$ cat src/rtl/tug_referee_pkg.sv
// tug_pkg: shared state encoding, rope geometry and LED decode for the tug-of-war referee.
package tug_pkg;
  typedef enum logic [1:0] {ARM, SETTLE, WIN} state_t;
  localparam int NPOS = 7;
  localparam logic [2:0] CENTER = 3'd3;
  localparam logic [2:0] LEFT_END = 3'd0;
  localparam logic [2:0] RIGHT_END = 3'd6;
  function automatic logic [NPOS-1:0] one_hot(input logic [2:0] p);
    return NPOS'(1) << p;
  endfunction
endpackage

$ cat src/rtl/tug_referee_if.sv
// tug_referee_if: button-latch results, raw button levels and referee outputs.
interface tug_referee_if;
  import tug_pkg::*;
  logic push;
  logic tie;
  logic right;
  logic pbl;
  logic pbr;
  logic clear;
  logic [NPOS-1:0] leds;
  logic win_left;
  logic win_right;
  modport master(output push, tie, right, pbl, pbr, input clear, leds, win_left, win_right);
  modport slave(input push, tie, right, pbl, pbr, output clear, leds, win_left, win_right);
endinterface

$ cat src/rtl/tug_referee_release_timer.sv
// release_timer: pulses done on the cycle that completes RELEASE_CYCLES consecutive idle cycles.
module release_timer #(
  parameter int RELEASE_CYCLES = 4
) (
  input  logic clk,
  input  logic rst,
  input  logic en,
  input  logic idle,
  output logic done
);
  logic [7:0] cnt;
  assign done = en && idle && cnt == 8'(RELEASE_CYCLES - 1);
  always_ff @(posedge clk) begin
    cnt <= (rst || !en || !idle || done) ? '0 : cnt + 8'd1;
  end
endmodule

$ cat src/rtl/tug_referee.sv
// tug_referee: referee FSM moving the rope one step per latched press and declaring a winner.
module tug_referee
  import tug_pkg::*;
#(
  parameter int RELEASE_CYCLES = 4
) (
  input logic clk,
  input logic rst,
  tug_referee_if.slave bus
);
  state_t state;
  logic [2:0] pos;
  logic [2:0] pos_nxt;
  logic at_end;
  logic settling;
  logic idle;
  logic done;
  assign settling = state == SETTLE;
  assign idle = !bus.pbl && !bus.pbr;
  release_timer #(.RELEASE_CYCLES(RELEASE_CYCLES)) u_timer (
    .clk(clk),
    .rst(rst),
    .en(settling),
    .idle(idle),
    .done(done)
  );
  always_comb begin
    at_end = bus.right ? pos == RIGHT_END : pos == LEFT_END;
    pos_nxt = bus.right ? pos + 3'd1 : pos - 3'd1;
  end
  always_ff @(posedge clk) begin
    if (rst) begin
      state <= SETTLE;
      pos <= CENTER;
      bus.clear <= 1'b1;
      bus.leds <= one_hot(CENTER);
      bus.win_left <= 1'b0;
      bus.win_right <= 1'b0;
    end else begin
      case (state)
        ARM: begin
          if (bus.tie) begin
            state <= SETTLE;
            bus.clear <= 1'b1;
          end else if (bus.push && at_end) begin
            state <= WIN;
            bus.clear <= 1'b1;
            bus.leds <= '1;
            bus.win_right <= bus.right;
            bus.win_left <= !bus.right;
          end else if (bus.push) begin
            state <= SETTLE;
            bus.clear <= 1'b1;
            pos <= pos_nxt;
            bus.leds <= one_hot(pos_nxt);
          end
        end
        SETTLE: begin
          if (done) begin
            state <= ARM;
            bus.clear <= 1'b0;
          end
        end
        default: ;
      endcase
    end
  end
endmodule

$ cat src/flat_wrapper.sv
// flat-port wrapper written by rule: the top's interface ports become plain ports
module tug_referee_flat import tug_pkg::*;
#(
  parameter int RELEASE_CYCLES = 4
)
  (clk, rst, bus_push, bus_tie, bus_right, bus_pbl, bus_pbr, bus_clear, bus_leds, bus_win_left, bus_win_right);
  tug_referee_if bus_i ();
  input logic clk;
  input logic rst;
  input wire logic [$bits(bus_i.push)-1:0] bus_push;
  input wire logic [$bits(bus_i.tie)-1:0] bus_tie;
  input wire logic [$bits(bus_i.right)-1:0] bus_right;
  input wire logic [$bits(bus_i.pbl)-1:0] bus_pbl;
  input wire logic [$bits(bus_i.pbr)-1:0] bus_pbr;
  output wire logic [$bits(bus_i.clear)-1:0] bus_clear;
  output wire logic [$bits(bus_i.leds)-1:0] bus_leds;
  output wire logic [$bits(bus_i.win_left)-1:0] bus_win_left;
  output wire logic [$bits(bus_i.win_right)-1:0] bus_win_right;
  assign bus_i.push = bus_push;
  assign bus_i.tie = bus_tie;
  assign bus_i.right = bus_right;
  assign bus_i.pbl = bus_pbl;
  assign bus_i.pbr = bus_pbr;
  assign bus_clear = bus_i.clear;
  assign bus_leds = bus_i.leds;
  assign bus_win_left = bus_i.win_left;
  assign bus_win_right = bus_i.win_right;
  tug_referee #(.RELEASE_CYCLES(RELEASE_CYCLES)) u_core (.clk(clk), .rst(rst), .bus(bus_i));
endmodule
$ cat config.mk
export PLATFORM = sky130hd
export DESIGN_NAME = tug_referee_flat
export DESIGN_NICKNAME = d
export VERILOG_FILES = /design/src/rtl/tug_referee_pkg.sv /design/src/rtl/tug_referee_if.sv /design/src/rtl/tug_referee_release_timer.sv /design/src/rtl/tug_referee.sv /design/src/flat_wrapper.sv
export SDC_FILE = /design/constraint.sdc
export NUM_CORES = 1
export LEC_CHECK = 0
export CELL_PAD_IN_SITES_DETAIL_PLACEMENT = 0
export CELL_PAD_IN_SITES_GLOBAL_PLACEMENT = 1
export CORE_ASPECT_RATIO = 1.25
export CORE_MARGIN = 2
export CORE_UTILIZATION = 42
export DETAILED_ROUTE_END_ITERATION = 7
export GPL_TIMING_DRIVEN = 1
export PLACE_DENSITY_LB_ADDON = 0.1
export SLEW_MARGIN = 20
export SYNTH_ARGS = -nofsm -noshare
export SYNTH_HDL_FRONTEND = slang
export SYNTH_SLANG_ARGS = --single-unit
export TNS_END_PERCENT = 5
$ cat constraint.sdc
create_clock -name clk -period 3.9 [get_ports clk]
set_input_delay 0.975 -clock clk [delete_from_list [all_inputs] [get_ports clk]]
set_output_delay 0.975 -clock clk [all_outputs]
set_load 0.02 [all_outputs]
==> metrics.cfg, run 1 <==
[hold_path]
whs_path_depth=1
hold-path-endpoint=u_core.u_timer.cnt[0]
min_from=u_core.u_timer.cnt[0]
holdCritPathClass=reg2reg

[worst_setup_path]
crit_top_cell=xnor2_1
worstSetupStartpointType=primary input
path_class=in2reg
cp.arrival_ns=3.05
path_max_fanout=7
rrSetupSlack_ns=2.06
cp.required_ns=4.14
reg2reg_to=u_core.bus.leds[0]
crit_slowest_cell=clkdlybuf4s50_1
r2r_cells=5
crit_chain=clkdlybuf4s50_1 -> inv_1 -> fa_1 -> xnor2_1 -> xnor2_1 -> a211oi_1 -> nor3_1
critPathBufInv=2
critPathCaptureType=flop
slowest_delay_ns=0.60
path_delay_family=buffers and inverters
r2r_start=u_core.pos[0]

[final_layout]
syn2layout_area_growth_pct=19.7
fin_cells=169
fill_cells=246
antenna-diode-count=0
drive_above_1_share=0.0809
finalNetCount=151

[yosys]
synth_top_area_cell=dfxtp_1
avgSynthCellArea_um2=9.06
syn-cell-area_um2=1080
yosys-top-cells-area=dfxtp_1 (43%), ha_1 (7.0%), nor2_1 (6.6%), xnor2_1 (5.7%), a211oi_1 (4.2%)
synth-seq-cells=23
yosys_warnings=0
synth_edf_count=0
synth_cell_types=30
ys_seq_area_frac=0.427
synth_top_area_share=0.427
syn_nets=133
netlist_instances=119
async_reset_ff_frac=0
synth_flop_cell=dfxtp_1

[power_and_ir_drop]
power_density_nw_per_um2=281
seqPwrFrac=0.649
power.share.combinational=0.052
switching_share=0.222
p_total_mw=0.363
power.internal_mw=0.283
p_switching_mw=0.0806
leakage_nw=0.423
p_clk_frac=0.298
ir_drop_mv=0.197

[die]
boundaryPins=17
core_area_um2=2430
initial_utilization=0.444
die_area_um2=2990
die_h_um=60.7
die_w_um=49.3
rows=20

[run]
maxCapViolations=0

[route]
via_per_inst=5.04
wl_per_cell_um=11.9
drtIter0Drc=24
drtPass1Iterations=4
drc_errors=0
routed_wl_mm=2.01
ant_nets=0
vias=852

[clocking]
cts_setup_buffers=0
cts_buffer_depth=2
clockRootBuffer=clkbuf_4
cts_resized=0
clk_pin_slew_ns=0.13
htreeDepth=1
clk_latency_ns=0.31
cts.sinks=23
hold_buffers=0
numCtsBuffers=3
cts_tree=done

[global_route]
grt_pass1_wl_mm=3.57
overflow=0
track_usage=0.156
grt_pass1_vias=832
antenna_found_initial=0
grt_max_degree=17

[placement]
finalWeightedCongestion=0.740
dpl.hpwl_mm=1.51
portBuffers=16
dpl.cell_count=165

[sta]
slew_headroom=0.604
drv_slew=0
max_freq_mhz=355
clock_skew_ns=0.00739
hold_viol=0
period_minus_slack_ns=2.81
worstMarginPinSlew_ns=0.593
setup-tns-final_ns=0
setup_violations=0
period_share=0.721
rsz0062_at_grt=false

[outcome]
outcome=completed

==> per-stage QoR <==
step | hold slack (ns) | worst slack (ns) | area [µm²] | utilization
global placement | 0.428 | 0.827 | 1260 | 0.521
global route | 0.491 | 0.903 | 1290 | 0.532
CTS | 0.456 | 1.08 | 1290 | 0.532
floorplan | 0.418 | 1.60 | 1080 | -
detailed placement | 0.436 | 0.736 | 1260 | 0.521
finish | 0.454 | 1.09 | 1290 | 0.532
==> cell usage in the layout (no fill, tap or decap), types with 3 or more instances in the layout <==
cell type / netlist / layout
dfxtp_1: 23 / 23
nor2_1: 19 / 19
clkdlybuf4s50_1: 0 / 16
nor3_1: 8 / 8
xnor2_1: 7 / 7
a21oi_1: 7 / 7
nand3_1: 6 / 6
a211oi_1: 6 / 6
nand2_1: 6 / 6
ha_1: 6 / 6
inv_1: 4 / 4
o21ai_0: 3 / 3
clkbuf_4: 0 / 3
==> metal layers <==
metal,global-route usage,routed length (µm),up-vias
li1,-,-,449
met1,0.186,928,395
met2,0.276,1030,6
met3,0.0296,31,2
met4,0.0735,18,0
met5,0,0,-
==> power groups by stage <==
stage / combinational [mW] / sequential [mW] / clock (mW)
final: 0.0191 / 0.236 / 0.108
after global routing: 0.0211 / 0.236 / 0.126
after CTS: 0.0192 / 0.236 / 0.114
after detailed placement: 0.0191 / 0.241 / 0
after global placement: 0.0190 / 0.241 / 0
after floorplan: 0.00926 / 0.241 / 0
==> worst max path at each step <==
| stage | cells after the start | end | from |
|---|---|---|---|
| floorplan | 6 | u_core.bus.leds[0] | bus_right |
| global placement | 7 | u_core.bus.leds[0] | bus_right |
| detailed placement | 7 | u_core.bus.leds[6] | bus_right |
| CTS | 7 | u_core.bus.leds[0] | bus_right |
| global route | 7 | u_core.bus.leds[0] | bus_right |
| finish | 7 | u_core.bus.leds[0] | bus_right |
==> layout make-up <==
type / count / area (µm²) / share of cell area
tap: 33 / 41.3 / 0.0320
clock buffer: 3 / 22.5 / 0.0174
sequential: 23 / 460 / 0.357
multi-input combinational: 88 / 579 / 0.449
inverter: 4 / 15.0 / 0.0116
timing repair buffer: 17 / 168 / 0.130
clock inverter: 1 / 5.00 / 0.00388
==> synthesized netlist by cell type, drive strengths merged (2+ instances only) <==
library cell / number
clkbuf: 2
buf: 2
nand2b: 2
a311oi: 2
nor4b: 2
dfxtp: 23
nand2: 6
o21ai: 3
a21oi: 8
xor2: 2
or3: 2
nand3: 6
nor2: 19
ha: 6
a211oi: 6
inv: 4
nor3: 9
xnor2: 7
==> logic make-up after synthesis <==
logic type / share of synthesized area
and+or+nand+nor: 0.219
AOI/OAI and AO/OA: 0.157
DFF: 0.427
xor gates and xnor gates: 0.0731
buffers and inverters: 0.0360
adders and majority gates: 0.0882
==> registers in the layout, summed over array words and instances, names as in the netlist <==
| register | flops |
|---|---|
| u_core.bus.clear | 1 |
| u_core.bus.leds | 7 |
| u_core.bus.win_left | 1 |
| u_core.bus.win_right | 1 |
| u_core.pos | 3 |
| u_core.state | 2 |
| u_core.u_timer.cnt | 8 |
No activity file was read; power rests on OpenSTA's default activity.
==> run 2: changes to the inputs <==
--- a/config.mk
+++ b/config.mk
@@ -9,7 +9,7 @@
 export CELL_PAD_IN_SITES_GLOBAL_PLACEMENT = 1
 export CORE_ASPECT_RATIO = 1.25
 export CORE_MARGIN = 2
-export CORE_UTILIZATION = 42
+export CORE_UTILIZATION = 35
 export DETAILED_ROUTE_END_ITERATION = 7
 export GPL_TIMING_DRIVEN = 1
 export PLACE_DENSITY_LB_ADDON = 0.1
==> constraint.sdc (replaced) <==
create_clock -name clk -period 2.55 [get_ports clk]
set_input_delay 0.6375 -clock clk [delete_from_list [all_inputs] [get_ports clk]]
set_output_delay 0.6375 -clock clk [all_outputs]
set_load 0.02 [all_outputs]
==> metrics.cfg, run 2 (synthesized netlist as in run 1, its figures left out) <==
[die]
die_area_um2=3540
initial_utilization=0.366
rows=22
die_w_um=53.7
die_h_um=66.1
core_area_um2=2950
boundaryPins=17

[sta]
hold_viol=0
setup_violations=0
period_minus_slack_ns=2.32
slew_headroom=0.708
drv_slew=0
setup-tns-final_ns=0
clock_skew_ns=0.00679
max_freq_mhz=431
worstMarginPinSlew_ns=0.437
rsz0062_at_grt=false
period_share=0.910

[route]
ant_nets=0
wl_per_cell_um=12.1
drc_errors=0
via_per_inst=4.99
drtIter0Drc=9
drtPass1Iterations=4
vias=879
routed_wl_mm=2.13

[power_and_ir_drop]
ir_drop_mv=0.247
power_density_nw_per_um2=422
leakage_nw=0.440

[worst_setup_path]
critPathBufInv=2
path_delay_family=buffers and inverters
crit_top_cell=xnor2_1
path_max_fanout=5
crit_chain=clkdlybuf4s50_1 -> inv_1 -> fa_1 -> xnor2_1 -> xnor2_1 -> a211oi_1 -> nor3_1
cp.arrival_ns=2.52
r2r_start=u_core.pos[0]
worstSetupStartpointType=primary input
slowest_delay_ns=0.48
rrSetupSlack_ns=0.65
path_class=in2reg
r2r_cells=5
critPathCaptureType=flop
cp.required_ns=2.75
crit_slowest_cell=clkdlybuf4s50_1
reg2reg_to=u_core.bus.leds[2]

[clocking]
cts_resized=0
cts_buffer_depth=2
cts_setup_buffers=0
numCtsBuffers=3
clk_pin_slew_ns=0.13
hold_buffers=0
cts_tree=done
clockRootBuffer=clkbuf_4
clk_latency_ns=0.30
htreeDepth=1
cts.sinks=23

[global_route]
grt_pass1_wl_mm=3.71
grt_pass1_vias=820
grt_max_degree=15
track_usage=0.142
overflow=0
antenna_found_initial=0

[placement]
dpl.hpwl_mm=1.66
portBuffers=16
finalWeightedCongestion=0.758

[hold_path]
whs_path_depth=1
holdCritPathClass=reg2reg
hold-path-endpoint=u_core.u_timer.cnt[0]
min_from=u_core.u_timer.cnt[0]

[final_layout]
syn2layout_area_growth_pct=22.7
final_common_cell=dfxtp_1
fin_util=0.449
final_cell_mix=dfxtp_1 (23), nor2_1 (19), clkdlybuf4s50_1 (16)
largest_reg_flops=8
largest-register=u_core.u_timer.cnt
antenna-diode-count=0
reg_top3=u_core.u_timer.cnt (8), u_core.bus.leds (7), u_core.pos (3)
drive_above_1_share=0.100
finalNetCount=155

[run]
maxCapViolations=0

[outcome]
outcome=completed

[run 2: metrics by stage]
stage / power (mW) / hold WS, ns / area (µm²) / setup slack, ns / instances
final: 0.559 / 0.461 / 1320 / 0.229 / 176
after global routing: 0.587 / 0.487 / 1320 / 0.0738 / 176
after CTS: 0.572 / 0.463 / 1320 / 0.244 / 176
after detailed placement: 0.402 / 0.444 / 1300 / -0.0949 / 172
after global placement: 0.402 / 0.428 / 1300 / -0.0686 / 172
after floorplan: 0.383 / 0.418 / 1080 / 0.589 / 119
[run 2: worst max-delay path by stage]
stage / endpoint / startpoint / depth (start not counted) / slack (ns)
after global routing: u_core.bus.leds[0] / bus_right / 7 / 0.07
after detailed placement: u_core.bus.leds[2] / bus_right / 7 / -0.09
after floorplan: u_core.bus.leds[0] / bus_right / 6 / 0.59
after global placement: u_core.bus.leds[0] / bus_right / 7 / -0.07
final: u_core.bus.leds[2] / bus_right / 7 / 0.23
after CTS: u_core.bus.leds[2] / bus_right / 7 / 0.24
[run 2: worst register-to-register path: cells and delay by family, from the launching register on]
family / cells / cell delay, ns
compound gates: 1 / 0.33
fa+ha+maj: 1 / 0.45
flops: 1 / 0.45
xor+xnor: 2 / 0.48
simple gates: 1 / 0.09
[run 2: where the power goes]
part | internal, mW | switching [mW]
Combinational | 0.0168 | 0.0162
Sequential | 0.360 | 0.000611
Clock | 0.0609 | 0.105
Total | 0.438 | 0.121
[run 2: routing by layer]
metal	global-route usage	vias up	wire [µm]
li1	-	459	-
met1	0.178	414	986
met2	0.227	4	1080
met3	0.0226	2	42
met4	0.0769	0	23
met5	0	-	0
[run 2: layout make-up]
cell class                 instances  area, µm²
clock buffer                       4       26.3
fill                             297       1620
inverter                           4       15.0
multi-input combinational         88        579
sequential                        23        460
tap                               36       45.0
timing repair buffer              21        198
==> run 3: changes to the inputs <==
--- a/config.mk
+++ b/config.mk
@@ -5,6 +5,7 @@
 export SDC_FILE = /design/constraint.sdc
 export NUM_CORES = 1
 export LEC_CHECK = 0
+export CAP_MARGIN = 0
 export CELL_PAD_IN_SITES_DETAIL_PLACEMENT = 0
 export CELL_PAD_IN_SITES_GLOBAL_PLACEMENT = 1
 export CORE_ASPECT_RATIO = 1.25
==> results of run 3 <==
Final layout, timing and power as in run 2 (identical DEF).
